<file path="config.mk">
export PLATFORM = sky130hd
export DESIGN_NAME = i2c_init_sequencer
export DESIGN_NICKNAME = d
export VERILOG_FILES = /design/src/rtl/i2c_pkg.sv /design/src/rtl/i2c_down_counter.sv /design/src/rtl/i2c_init_sequencer.sv
export SDC_FILE = /design/constraint.sdc
export NUM_CORES = 1
export LEC_CHECK = 0
export CAP_MARGIN = 15
export CELL_PAD_IN_SITES_DETAIL_PLACEMENT = 1
export CELL_PAD_IN_SITES_GLOBAL_PLACEMENT = 1
export CORE_UTILIZATION = 29
export DETAILED_ROUTE_END_ITERATION = 10
export GPL_TIMING_DRIVEN = 1
export PLACE_DENSITY = 0.68
export SYNTH_ARGS = -nofsm -noshare
export SYNTH_HDL_FRONTEND = slang
export SYNTH_HIERARCHICAL = 1
export SYNTH_SLANG_ARGS = --single-unit
</file>
<file path="constraint.sdc">
create_clock -name clk -period 12.33 [get_ports clk]
set_input_delay 3.0825 -clock clk [delete_from_list [all_inputs] [get_ports clk]]
set_output_delay 3.0825 -clock clk [all_outputs]
set_load 0.02 [all_outputs]
</file>
<file path="src/rtl/i2c_pkg.sv">
// Shared definitions for the I2C init sequencer: table entry layout and FSM encoding.
// Pure declarations, no logic.
package i2c_pkg;

  localparam int ADDR_LSB = 16;
  localparam int SUB_LSB  = 8;
  localparam logic [6:0] DELAY_ADDR = 7'h7F;

  typedef enum logic [3:0] {
    ST_IDLE,
    ST_FETCH_A,
    ST_FETCH_B,
    ST_ISSUE,
    ST_WAIT_ACCEPT,
    ST_WAIT_DONE,
    ST_GAP,
    ST_DELAY,
    ST_FIN,
    ST_ERR
  } state_t;

  // States in which a go edge may launch a new walk.
  function automatic logic is_rest_state(input state_t s);
    return (s == ST_IDLE) || (s == ST_FIN) || (s == ST_ERR);
  endfunction

endpackage

</file>
<file path="src/rtl/i2c_down_counter.sv">
// Loadable down counter with zero flag; load has priority, holds at zero.
// Load/decrement take effect one cycle after the request; no backpressure.
module i2c_down_counter #(
  parameter int W = 8
) (
  input  logic         clk,
  input  logic         reset,
  input  logic         load,
  input  logic [W-1:0] load_val,
  input  logic         en,
  output logic         zero
);

  logic [W-1:0] count;

  always_ff @(posedge clk) begin
    if (reset) begin
      count <= '0;
    end else if (load) begin
      count <= load_val;
    end else if (en && !zero) begin
      count <= count - W'(1);
    end
  end

  assign zero = (count == '0);

endmodule

</file>
<file path="src/rtl/i2c_init_sequencer.sv">
// Walks a register-write table after a go edge, feeding each entry to an I2C master.
// Two-cycle fetch per entry; stalls in ISSUE while m_ready is low, timeout covers accept and completion.
module i2c_init_sequencer
  import i2c_pkg::*;
#(
  parameter int NUM_ENTRIES = 16,
  parameter int IDX_W       = 8,
  parameter int TIMEOUT     = 100000,
  parameter int GAP         = 16,
  parameter int DELAY_UNIT  = 1000
) (
  input  logic             clk,
  input  logic             reset,
  input  logic             go,
  output logic [IDX_W-1:0] tbl_idx,
  input  logic [22:0]      tbl_entry,
  output logic             m_start,
  output logic [6:0]       m_addr,
  output logic [7:0]       m_sub,
  output logic [7:0]       m_data,
  input  logic             m_ready,
  input  logic             m_done,
  output logic             busy,
  output logic             finished,
  output logic             error,
  output logic [IDX_W-1:0] err_idx
);

  localparam int TW = $clog2(TIMEOUT + 1);
  localparam int GW = (GAP > 0) ? $clog2(GAP + 1) : 1;
  localparam int DW = 16 + $clog2(DELAY_UNIT + 1);
  localparam logic [IDX_W-1:0] LAST_IDX = IDX_W'(NUM_ENTRIES - 1);

  state_t           state;
  state_t           state_nxt;
  logic [IDX_W-1:0] idx;
  logic             go_q;
  logic             go_edge;
  logic             walk_start;
  logic             is_delay;
  logic             last_entry;
  logic             tmo_zero;
  logic             gap_zero;
  logic             dly_zero;
  logic             timeout_hit;
  logic             advance;
  logic [DW-1:0]    delay_load;

  assign go_edge     = go & ~go_q;
  assign walk_start  = go_edge && is_rest_state(state);
  assign is_delay    = (tbl_entry[ADDR_LSB +: 7] == DELAY_ADDR);
  assign last_entry  = (idx == LAST_IDX);
  assign delay_load  = DW'(tbl_entry[15:0]) * DW'(DELAY_UNIT);
  assign tbl_idx     = idx;

  // m_done in the same cycle as expiry counts as success.
  assign timeout_hit = tmo_zero &&
                       ((state == ST_WAIT_ACCEPT) || ((state == ST_WAIT_DONE) && !m_done));

  assign advance = ((state == ST_GAP) && gap_zero) ||
                   ((state == ST_DELAY) && dly_zero) ||
                   ((state == ST_WAIT_DONE) && m_done && (GAP == 0));

  always_ff @(posedge clk) begin
    if (reset) begin
      state <= ST_IDLE;
    end else begin
      state <= state_nxt;
    end
  end

  always_comb begin
    state_nxt = state;
    unique case (state)
      ST_IDLE, ST_FIN, ST_ERR: if (go_edge) state_nxt = ST_FETCH_A;
      ST_FETCH_A:              state_nxt = ST_FETCH_B;
      ST_FETCH_B:              state_nxt = is_delay ? ST_DELAY : ST_ISSUE;
      ST_ISSUE:                if (m_ready) state_nxt = ST_WAIT_ACCEPT;
      ST_WAIT_ACCEPT: begin
        if (timeout_hit)   state_nxt = ST_ERR;
        else if (!m_ready) state_nxt = ST_WAIT_DONE;
      end
      ST_WAIT_DONE: begin
        if (m_done)           state_nxt = ST_GAP;
        else if (timeout_hit) state_nxt = ST_ERR;
      end
      ST_GAP, ST_DELAY:        state_nxt = state;
      default:                 state_nxt = ST_IDLE;
    endcase
    if (advance) state_nxt = last_entry ? ST_FIN : ST_FETCH_A;
  end

  always_comb begin
    m_start  = (state == ST_WAIT_ACCEPT);
    busy     = !is_rest_state(state);
    finished = (state == ST_FIN);
    error    = (state == ST_ERR);
  end

  always_ff @(posedge clk) begin
    if (reset) begin
      go_q    <= 1'b0;
      idx     <= '0;
      m_addr  <= '0;
      m_sub   <= '0;
      m_data  <= '0;
      err_idx <= '0;
    end else begin
      go_q <= go;
      if (walk_start) begin
        idx <= '0;
      end else if (advance && !last_entry) begin
        idx <= idx + IDX_W'(1);
      end
      if (state == ST_FETCH_B) begin
        m_addr <= tbl_entry[ADDR_LSB +: 7];
        m_sub  <= tbl_entry[SUB_LSB +: 8];
        m_data <= tbl_entry[7:0];
      end
      if (timeout_hit) err_idx <= idx;
    end
  end

  i2c_down_counter #(.W(TW)) u_tmo_cnt (
    .clk      (clk),
    .reset    (reset),
    .load     ((state == ST_ISSUE) && m_ready),
    .load_val (TW'(TIMEOUT)),
    .en       ((state == ST_WAIT_ACCEPT) || (state == ST_WAIT_DONE)),
    .zero     (tmo_zero)
  );

  i2c_down_counter #(.W(GW)) u_gap_cnt (
    .clk      (clk),
    .reset    (reset),
    .load     ((state == ST_WAIT_DONE) && m_done),
    .load_val (GW'(GAP)),
    .en       (state == ST_GAP),
    .zero     (gap_zero)
  );

  i2c_down_counter #(.W(DW)) u_dly_cnt (
    .clk      (clk),
    .reset    (reset),
    .load     ((state == ST_FETCH_B) && is_delay),
    .load_val (delay_load),
    .en       (state == ST_DELAY),
    .zero     (dly_zero)
  );

endmodule

</file>
**After elaboration in Yosys (flattened, before gate mapping)**

Cells that the tools add are included.

- Add/sub/neg operators: 4
- Multipliers: 1
- Eq/ne operators: 16
- Muxes and demuxes: 16
- Bitwise operators: 2
- Reductions and logical operators: 37

Operator list:

| operator | count |
|---|---|
| two-way mux 26 bit | 2 |
| two-way mux 17 bit | 2 |
| two-way mux 4 bit | 8 |
| case mux 4 bit (7 select lines) | 1 |
| zero test 26 bit | 1 |
| subtractor 26 x 1 -> 26 bit (second input constant) | 1 |
| multiplier 16 x 7 -> 23 bit (second input constant) | 1 |
| zero test 17 bit | 1 |
| subtractor 17 x 1 -> 17 bit (second input constant) | 1 |
| equality test 4 x 3 -> 1 bit (second input constant) | 4 |
| logical AND 1 bit | 12 |
| two-way mux 5 bit | 2 |
| OR reduction 2 bit | 5 |
| adder 8 x 1 -> 8 bit (second input constant) | 1 |
| equality test 4 x 2 -> 1 bit (second input constant) | 2 |
| equality test 4 bit (second input constant) | 2 |
| equality test 8 x 4 -> 1 bit (second input constant) | 1 |
| equality test 7 bit (second input constant) | 1 |
| zero test 1 bit | 6 |
| != test 3 bit (second input constant) | 2 |
| nonzero test 2 bit | 3 |
| zero test 5 bit | 1 |
| logical OR 1 bit | 5 |
| AND reduction 5 bit | 1 |
| 10 further kinds | 10 |

- Register bits: 92
- Input bits: 28
- Output and inout bits: 43
- Word-level logic and storage cells: 89

**Depth between registers and ports, before layout**

Gate-level depths: netlist of run 1.

- Depth in word-level cells: 8
- Gate-level depth with buffers: 18
- Mapped depth without buffers: 18

**By module**

Netlist of run 1, hierarchy kept.

By module, submodules not included:

| module | instances | cells each | area an instance (um2) | seq. area each (um2) |
|---|---|---|---|---|
| i2c_init_sequencer | 1 | 516 | 4516.8 | 880.8 |
| i2c_down_counter (u_dly_cnt) | 1 | 201 | 1654.1 | 520.5 |
| i2c_down_counter (u_tmo_cnt) | 1 | 138 | 1101.1 | 340.3 |
| i2c_down_counter (u_gap_cnt) | 1 | 37 | 326.6 | 100.1 |

**Worst setup path after synthesis of run 1**

No wires, ideal clock.

- Path kind: input to register
- From: input tbl_entry[3]
- To: register u_dly_cnt.count[22]
- Library setup time: 115 ps
- Arrival: 7200 ps
- Data required time: 12215 ps
- Slack: 5015 ps
- Stages: 15
- Buffers on the path: 0
- Cell sequence: inv_1 fa_1 fa_1 fa_1 fa_1 inv_1 ha_1 a21o_1 a221o_2 a2111oi_4 o31ai_1 a21oi_1 xnor2_1 inv_1 a2111oi_0

- Cells in the longest elaborated chain, start to end: 2

Ends and longest elaborated chain:

| what | RTL line | source |
|---|---|---|
| start, declared | i2c_init_sequencer.sv:16 | `input logic [22:0] tbl_entry,` |
| multiplier 16 x 7 -> 23 bit | i2c_init_sequencer.sv:53 | `assign delay_load = DW'(tbl_entry[15:0]) * DW'(DELAY_UNIT);` |
| named net delay_load[22] | i2c_init_sequencer.sv:47 | `logic [DW-1:0] delay_load;` |
| two-way mux 26 bit | i2c_down_counter.sv:19 | `end else if (load) begin` |
| end signal, assigned | i2c_down_counter.sv:20 | `count <= load_val;` |
| end signal, assigned | i2c_down_counter.sv:22 | `count <= count - W'(1);` |
| end, declared | i2c_down_counter.sv:14 | `logic [W-1:0] count;` |

The timed path passes the listed nets, and every way through them passes these cells.
A chain may end at the register's enable or synchronous reset.

**Final worst setup path of run 1**

- From: input tbl_entry[1]
- To: register u_dly_cnt.count[22]

The elaborated chain is that of the path after synthesis.

==> results of run 1 <==
## placed cells by master (no fill, tap or decap), types with 15 or more instances in the layout
cell type,count
sky130_fd_sc_hd__a311oi_1,19
sky130_fd_sc_hd__clkdlybuf4s50_1,69
sky130_fd_sc_hd__fa_1,54
sky130_fd_sc_hd__inv_1,117
sky130_fd_sc_hd__a211oi_1,18
sky130_fd_sc_hd__or3_1,18
sky130_fd_sc_hd__dfxtp_1,92
sky130_fd_sc_hd__xnor2_1,22
sky130_fd_sc_hd__nor3_1,21
sky130_fd_sc_hd__nand2_1,81
sky130_fd_sc_hd__a21oi_1,58
sky130_fd_sc_hd__o21ai_0,15
sky130_fd_sc_hd__nor2_1,68
sky130_fd_sc_hd__conb_1,25
sky130_fd_sc_hd__ha_1,57
## kinds of logic (layout without fill, tap and decap cells)
logic type	Yosys count	in the layout
AO/OA/AOI/OAI	189	189
XOR/XNOR	32	32
adder cells (fa/ha/maj)	111	111
buffers and inverters	159	210
flip-flops	92	92
multiplexers	11	11
other	2	25
AND/OR/NAND/NOR	296	296
## area by class of cell
type / count / area [sq um] / area share, %
tap: 330 / 413 / 4.60
inverter: 119 / 447 / 4.98
sequential: 92 / 1840 / 20.5
clock inverter: 7 / 81.3 / 0.907
clock buffer: 9 / 225 / 2.51
multi-input combinational: 664 / 5230 / 58.3
timing repair buffer: 75 / 733 / 8.17
## flip-flops by register name (all words and copies together), names as in the netlist
register / cells
err_idx: 8
go_q: 1
m_addr: 7
m_data: 8
m_sub: 8
state: 4
tbl_idx: 8
u_dly_cnt/count: 26
u_gap_cnt/count: 5
u_tmo_cnt/count: 17
## routing by layer
| metal | up-vias | part of all wire (%) |
|---|---|---|
| met2 | 70 | 49 |
| met3 | 17 | 2.7 |
| met4 | 0 | 1.2 |
| li1 | 3239 | - |
| met1 | 3146 | 47 |
| met5 | - | 0 |
## synth_stat cells (15+ instances only)
cell type                  instances  area [sq um]
sky130_fd_sc_hd__clkbuf_1         31           116
sky130_fd_sc_hd__ha_1             57           713
sky130_fd_sc_hd__dfxtp_1          92          1840
sky130_fd_sc_hd__o21ai_0          15          75.1
sky130_fd_sc_hd__a211oi_1         18           135
sky130_fd_sc_hd__xnor2_1          22           193
sky130_fd_sc_hd__nand2_1          81           304
sky130_fd_sc_hd__a311oi_1         19           166
sky130_fd_sc_hd__inv_1           117           439
sky130_fd_sc_hd__or3_1            18           113
sky130_fd_sc_hd__nor3_1           22           110
sky130_fd_sc_hd__nor2_1           68           255
sky130_fd_sc_hd__fa_1             54          1080
sky130_fd_sc_hd__a21oi_1          58           290
## through the flow
step | hold slack [ns] | util, % | instance area, sq um
3_5_place_dp | 0.451 | 34.0 | 8660
5_1_grt | 0.486 | 35.2 | 8970
2_1_floorplan | 0.474 | - | 7680
4_1_cts | 0.464 | 35.2 | 8970
3_3_place_gp | 0.443 | 34.0 | 8660
6_report | 0.458 | 35.2 | 8970
## where the power goes
part	switching, uW	internal, uW	leakage (uW)
Clock	145	145	0.000150
Sequential	34.8	327	0.000745
Combinational	572	396	0.00279
Total	751	868	0.00369
## worst max-delay path, cell delays in order
cell,delay (ns)
sky130_fd_sc_hd__clkdlybuf4s50_1,0.76
sky130_fd_sc_hd__inv_1,0.14
sky130_fd_sc_hd__fa_1,0.58
sky130_fd_sc_hd__fa_1,0.45
sky130_fd_sc_hd__fa_1,0.49
sky130_fd_sc_hd__fa_1,0.51
sky130_fd_sc_hd__inv_1,0.05
sky130_fd_sc_hd__ha_1,0.35
sky130_fd_sc_hd__a21o_1,0.20
sky130_fd_sc_hd__a221o_2,0.45
sky130_fd_sc_hd__a2111oi_4,0.36
sky130_fd_sc_hd__o31ai_1,0.12
sky130_fd_sc_hd__a21oi_1,0.18
sky130_fd_sc_hd__xnor2_1,0.13
sky130_fd_sc_hd__inv_1,0.05
sky130_fd_sc_hd__a2111oi_0,0.35
## final timing paths
| path | from | end | slack, ns | cells past startpoint |
|---|---|---|---|---|
| setup / recovery | tbl_entry[1] | u_dly_cnt/count[22] | 4.32 | 16 |
| hold / removal | m_data[0] | m_data[0] | 0.46 | 2 |
| setup reg to reg | u_dly_cnt/count[0] | tbl_idx[7] | 8.95 | 11 |
| hold reg to reg | m_data[0] | m_data[0] | 0.46 | 2 |
==> results.md, run 1 <==
Placed design:
- The total placed cells including tap cells is 1,280.
- Prior to clock tree synthesis, the placed netlist has a worst setup slack of 3.92 ns.
- The congestion estimate from routability-driven global placement came to between 0.7 and 0.8.
- During placement, the flow inserted port buffers numbering 70.
- The estimated wirelength of the detail-placed design is 15,500 microns.

Clock tree:
- Buffers added to address setup during post-CTS repair amount to 0.
- The tree is rooted in a sky130_fd_sc_hd__clkbuf_16.
- The clock latency on the worst-skew pair is 0.36 ns.
- The number of hold buffers added after CTS was 0.
- In this run the deepest clock path goes through 2 buffers.
- TritonCTS created 9 clock buffers.
- The sink count of the clock tree is between 90 and 100.
- The CTS tree is yes.
- The clock input transition at the sequential cells of the worst setup and hold paths is approximately 0.07 ns.
- CTS built an H-tree with a depth of 3.
- Gates resized during post-CTS repair numbered 0.

Power and ir drop:
- The maximum vdd drop is about 0.000087 V.
- The power density over the cells is around 180 mW/mm^2.
- The cell leakage power is 0.00369 uW.
- Overall power consumption after layout is estimated at around 1600 uW.

Global routing:
- The routing usage on met3 is 2.98%.
- The wire length of the first global-routing pass is around 34,000 microns.
- Global routing consumed, on the met2 layer, 28.0% of the routing resources.
- The maximum number of pins on one net before global-route repair is 80.
- The number of antenna violations at the first check in global routing is 0.
- The global-route total usage across every layer is roughly 16%.
- Global routing used 19.9% of the available met1 tracks.
- For this run the aggregate overflow at the end of global routing stands at 0.
- The via count of the first global-routing pass is between 6,000 and 7,000.
- In this run the most used layer during global routing was met2.

Die:
- The core box area is roughly 0.025 sq mm.
- Row generation in the floorplan step produced 58 rows.
- The die covers 0.0269 sq mm.
- The floorplan step set the die height to roughly 160 microns.
- The initial core utilization is around 30%.
- The die boundary width is about 160 microns.
- During I/O placement, the number of pins put on the boundary was 71.

Synth:
- The synthesized-area fraction occupied by xor and xnor cells is under 10%.
- The number of instances in the synthesized netlist is 892.
- The mux cell area share after synthesis is 1.48%.
- The mapped cell area is around 0.0076 sq mm.
- The most instantiated flip-flop cell in the synthesis netlist is sky130_fd_sc_hd__dfxtp_1.
- The count of warnings emitted by yosys is 6.
- Of the total synthesized cell area, the portion taken by full adders, half adders and majority gates is around a quarter.
- The number of flops mapped to enable cells by yosys is 0.
- The total of flip-flops plus latches after synthesis is a little over 90.
- The proportion of synthesized flip-flops having asynchronous set or reset is 0%.
- The compound-gate portion of the synthesized area is 18.1%.
- After synthesis, the largest family of logic cells by area is adder cells.
- The area share of and/or/nand/nor cells after synthesis is about a fifth.
- The count of distinct cell types in the synthesized netlist is just under 80.
- The average cell area after synthesis is between 8 and 9 sq um.
- The sequential element share of the synthesized area is 24.2%.

Timing:
- The transition time at the pin with the least slew margin is 0.985 ns.
- The remaining max-slew budget at the tightest pin is around a third.
- Setup repair after global routing left no endpoint under its margin.
- On the final layout, the worst clock skew is roughly 0.018 ns.
- For this run, the top clock speed supported by timing is 0.125 GHz.
- The number of hold violations in the final report was 0.
- The fraction of the cycle the final worst path needs is 65.0%.
- The max-slew violation total from the final report is 0.
- Counting I/O delays and the setup requirement, the final critical path takes 8.01 ns.
- The worst setup margin is 4.32 ns.
- Setup violations remaining at the end of the flow were counted as 0.
- After routing, the total negative slack on setup checks comes to 0 ns.

Min path:
- The worst hold-check path type is flop to flop.

Run status:
- The run finished with clean final reports.

Layout:
- The signed area change from the synthesized netlist to the final layout is 18.1%.
- Fill cells in the final layout number roughly 3,000.
- The number of nets in the layout is roughly 1,100.
- The non-filler instance count after layout is roughly 1,300.
- Of the cells placed in the final design, the portion with a size suffix greater than 1 is under 10%.
- 0 antenna diodes ended up in the layout.

Route:
- In this run, the number of DRC markers left after iteration 0 of detailed routing was roughly 260.
- The average wire per cell in the routed design is around 15 microns.
- The total DRC errors in the routed layout is 0.
- The total wirelength of the detailed-routed design is around 20,000 microns.
- The detailed-router iteration count before antenna repair is 4.
- Using the TritonRoute via totals, the vias-per-cell ratio works out to 4.99.
- The routed layout has 6,472 vias.
- The antenna violation net count after detailed routing is 0.

Setup path:
- The largest fanout on the critical path is 6.
- STA classifies the critical path startpoint as a primary input.
- By startpoint and endpoint, the worst setup path is classified as primary input to flop.
- The critical path required time is ~13 ns.
- The data arrival time of the worst path is a little over 8 ns.
- STA classifies the critical path endpoint as a flop.

Flow run:
- Across the run, the number of max-cap violations was 0.
No activity file was read; power rests on OpenSTA's default activity.
==> run 2: changes to the inputs <==
Settings changed: PLACE_DENSITY 0.68 to 0.7.
Clock period 12.33 ns to 6.4 ns, I/O delays scaled along.
==> run 2 against run 1 <==
Global-route usage rose by 0.19 points. Clock-buffer cell count unchanged. Via count rose by 3.0%. Combinational power is 120% higher. Critical path depth up 2. Sequential power increased by 93%. Clock skew fell by 0.0058 ns. First-iteration DRC count increased by 6.6%. Setup slack worse by 4.1 ns. Wire length rose by 1.1%. Largest power group unchanged.
==> results.md, run 2 (same netlist as run 1, synthesis figures left out) <==
Setup path:
- The signal on the critical path passes through clkdlybuf4s50_1 > buf_4 > fa_1 > fa_1 > inv_1 > fa_1 > fa_1 > inv_1 > ha_1 > and3_1 > a221o_2 > a2111oi_4 > buf_4 > nor2_2 > a311oi_2 > xnor2_1 > nor2_1 > a211oi_1.
- Data arrives at the worst endpoint at roughly 6.5 ns.
- The destination of the worst register-to-register timing path is u_dly_cnt/count[22].
- The element type at the critical path end is a flop.
- The category of the most critical setup path is primary input to flop.
- The worst register-to-register path begins at state[1].
- Across all register-to-register paths, the minimum setup slack is roughly 3 ns.
- Together, buffers and inverters on the worst path number 5.
- For the worst setup path, the data required time is 6.67 ns.
- The dominant cell type by count on the critical path is sky130_fd_sc_hd__fa_1.
- The family of cells with the greatest summed delay on the critical path is adder cells.
- The largest stage delay on the critical path is between 0.5 and 0.6 ns.
- The highest-delay cell along the critical path is sky130_fd_sc_hd__fa_1.
- STA classifies the critical path startpoint as a primary input.
- The largest fanout on the critical path is 2.
- Counting cells, the worst reg-to-reg path comes to 10.

Placed design:
- The congestion estimate from routability-driven global placement came to 0.783.
- The estimated wirelength of the detail-placed design is about 16,000 microns.
- The total cell area at the placement stage is between 0.008 and 0.009 sq mm.
- In this run the tool buffered the top-level ports with 70 buffer cells.

Global routing:
- The first global-routing pass estimated around 35,000 microns of wire.
- The via count of the first global-routing pass is 6,973.
- The number of antenna violations at the first check in global routing is 0.
- The leftover overflow at the end of global routing is 0.
- Entering global routing, the biggest net connects 36 pins.
- The global-route total usage across every layer is 16.0%.

Timing:
- At the pin with the least slew margin, the transition time is roughly 1.1 ns.
- Setup repair after global routing left no endpoint under its margin.
- The routed design could run at a clock period as short as 6.20 ns.
- The number of hold violations in the final report was 0.
- The final clock skew is 0.0117 ns.
- The fraction of the cycle the final worst path needs is 96.8%.
- Setup violations remaining at the end of the flow were counted as 0.
- The max-slew violation total from the final report is 0.
- The achievable clock frequency is ~0.16 GHz.
- Headroom to the max-slew limit came out at 29.8%.

Clock tree:
- The cell chosen for the clock root is sky130_fd_sc_hd__clkbuf_16.
- After clock tree synthesis, the clock-pin slew on the worst setup and hold paths is 0.08 ns.
- For this design, the sink count on the clock tree is slightly above 90.
- The clock latency on the worst-skew pair is 0.36 ns.
- TritonCTS created 9 clock buffers.
- The CTS tree is yes.
- No sink is reached through more buffers than the 2 on the longest clock path.
- In this run the number of H-tree levels came out at 3.

Die:
- The initial utilization of the core area, before any placement, comes to 29.8%.
- During I/O placement, the number of pins put on the boundary was 71.
- The core box area is 0.0255 sq mm.
- Measured along the x axis, the die boundary spans 164 microns.
- The area enclosed by the die boundary is 0.0269 sq mm.
- Row generation in the floorplan step produced 58 rows.
- In this run the vertical extent of the chip is ~160 microns.

Power and ir drop:
- The power density over the cells is 360 mW/mm^2.
- The net switching power of the design is 1480 uW.
- Across the VDD grid, the largest voltage drop is between 0.0002 and 0.00025 V.
- The share of total power dissipated in sequential elements is about a fifth.
- The switching portion of total power is roughly 44%.
- The power share of the clock group is between 10% and 20%.
- Combinational logic is responsible for roughly 62% of the overall power.
- The cell leakage power is 0.00392 uW.
- Internal power comes to 1880 uW.

Layout:
- Leaving out fill and tap cells, the most frequent cell in the layout is sky130_fd_sc_hd__inv_1.
- The register containing the most flip-flops in the final layout is u_dly_cnt/count.
- The net count of the finished layout is between 1,000 and 1,500.
- The largest registers in the layout are u_dly_cnt/count x26, u_tmo_cnt/count x17.
- The area of the multi-input gates is ~0.0052 sq mm.
- The library cells used most frequently in the layout, excluding fill and tap cells, are 117 x sky130_fd_sc_hd__inv_1, 92 x sky130_fd_sc_hd__dfxtp_1, 81 x sky130_fd_sc_hd__nand2_1.
- Of the cells placed in the final design, the portion with a size suffix greater than 1 is 9.90%.
- The number of flip-flops in the largest register is 26.
- The number of filler cells placed in the layout is 3,024.
- The final core utilization is between 30% and 40%.
- The finished cells cover 0.00933 sq mm.
- The final antenna diode count is 0.
- The sequential cell area is roughly 0.0018 sq mm.
- Relative to the synthesized area, the layout overhead comes to 22.8%.

Route:
- The highest layer used for signal routing is met4.
- The first routing iteration left 275 violations.
- In the detailed route, the total length drawn on met2 is between 9000 and 10,000 microns.
- The average wire per cell in the routed design is about 15 microns.
- The first TritonRoute pass finished after 4 iterations.
- Summed over all layers, the routed wires come to roughly 20,000 microns.
- After detailed routing, the wire length on met1 is 9510 microns.
- The total DRC errors in the routed layout is 0.
- Wire segments on met3 add up to slightly above 700 microns in the final route.
- The final route contains 6,665 vias.
- The detail route stage leaves a number of antenna-violating nets equal to 0.
- The average via count per standard cell is ~5.

Run status:
- The flow ran to the end, and the final reports show no timing, DRC or antenna violations.

Min path:
- The worst hold path was traced through 2 stages.
- The worst-case hold path end point is m_addr[5].
- The worst hold-check path type is flop to flop.
- The start point of the worst hold path is m_addr[5].

Flow run:
- Max-cap violations in this run came to 0.
-- run 2: cell count changes in the layout (fill, tap and decap cells not counted), sizes merged --
cell,delta
dlymetal6s2s,+1
bufinv,+1
clkdlybuf4s50,-1
clkinv,-2
inv,+1
buf,+44
-- run 2: metrics by stage --
step                worst slack, ns  power, uW  std cells  hold WS, ns  TNS (ns)
floorplan                     0.568       2120        915        0.474         0
global placement             -0.167       2730       1323        0.442    -0.238
detailed placement           -0.306       2780       1323        0.448    -0.720
CTS                          0.0607       3380       1339        0.459         0
global route                0.00995       3700       1340        0.484         0
finish                        0.202       3360       1340        0.456         0
-- run 2: repair_timing --
action,in CTS,in global routing
gates resized for setup,0,7
endpoints found under the hold margin,0,0
hold buffers,0,0
buffers inserted,0,1
endpoints found under the setup margin,0,4
-- run 2: worst max-delay path by stage --
stage	slack [ns]	cells after the start	end	from
after CTS	0.06	16	u_dly_cnt/count[22]	tbl_entry[1]
after global routing	0.01	18	u_dly_cnt/count[24]	tbl_entry[2]
after detailed placement	-0.31	16	u_dly_cnt/count[22]	tbl_entry[1]
after global placement	-0.17	16	u_dly_cnt/count[22]	tbl_entry[1]
final	0.20	18	u_dly_cnt/count[24]	tbl_entry[2]
after floorplan	0.57	15	u_dly_cnt/count[22]	tbl_entry[3]
-- run 2: layout make-up --
class | instances | share of cell area [%]
Clock buffer | 9 | 2.41
Timing Repair Buffer | 119 | 11.4
Tap cell | 330 | 4.43
Multi-Input combinational cell | 664 | 56.2
Inverter | 119 | 4.79
Clock inverter | 7 | 0.966
Sequential cell | 92 | 19.7
-- run 2: tightest hold or removal path, stage by stage, from the launching register on --
cell and delay, ns:
sky130_fd_sc_hd__dfxtp_1 0.31, sky130_fd_sc_hd__nand2_1 0.05, sky130_fd_sc_hd__a21oi_1 0.05
-- run 2: per-layer routing --
| metal | vias up | global-route usage [%] |
|---|---|---|
| met4 | 0 | 3.79 |
| met3 | 17 | 3.06 |
| met2 | 85 | 27.8 |
| met1 | 3238 | 20.4 |
| li1 | 3325 | - |
| met5 | - | 0 |
-- run 2: power by group through the flow --
stage	Combinational [uW]	Sequential (uW)	Clock [uW]
final	2080	698	580
after global routing	2370	711	617
after CTS	2080	699	602
after detailed placement	2060	711	0
after global placement	2020	709	0
after floorplan	1400	714	0
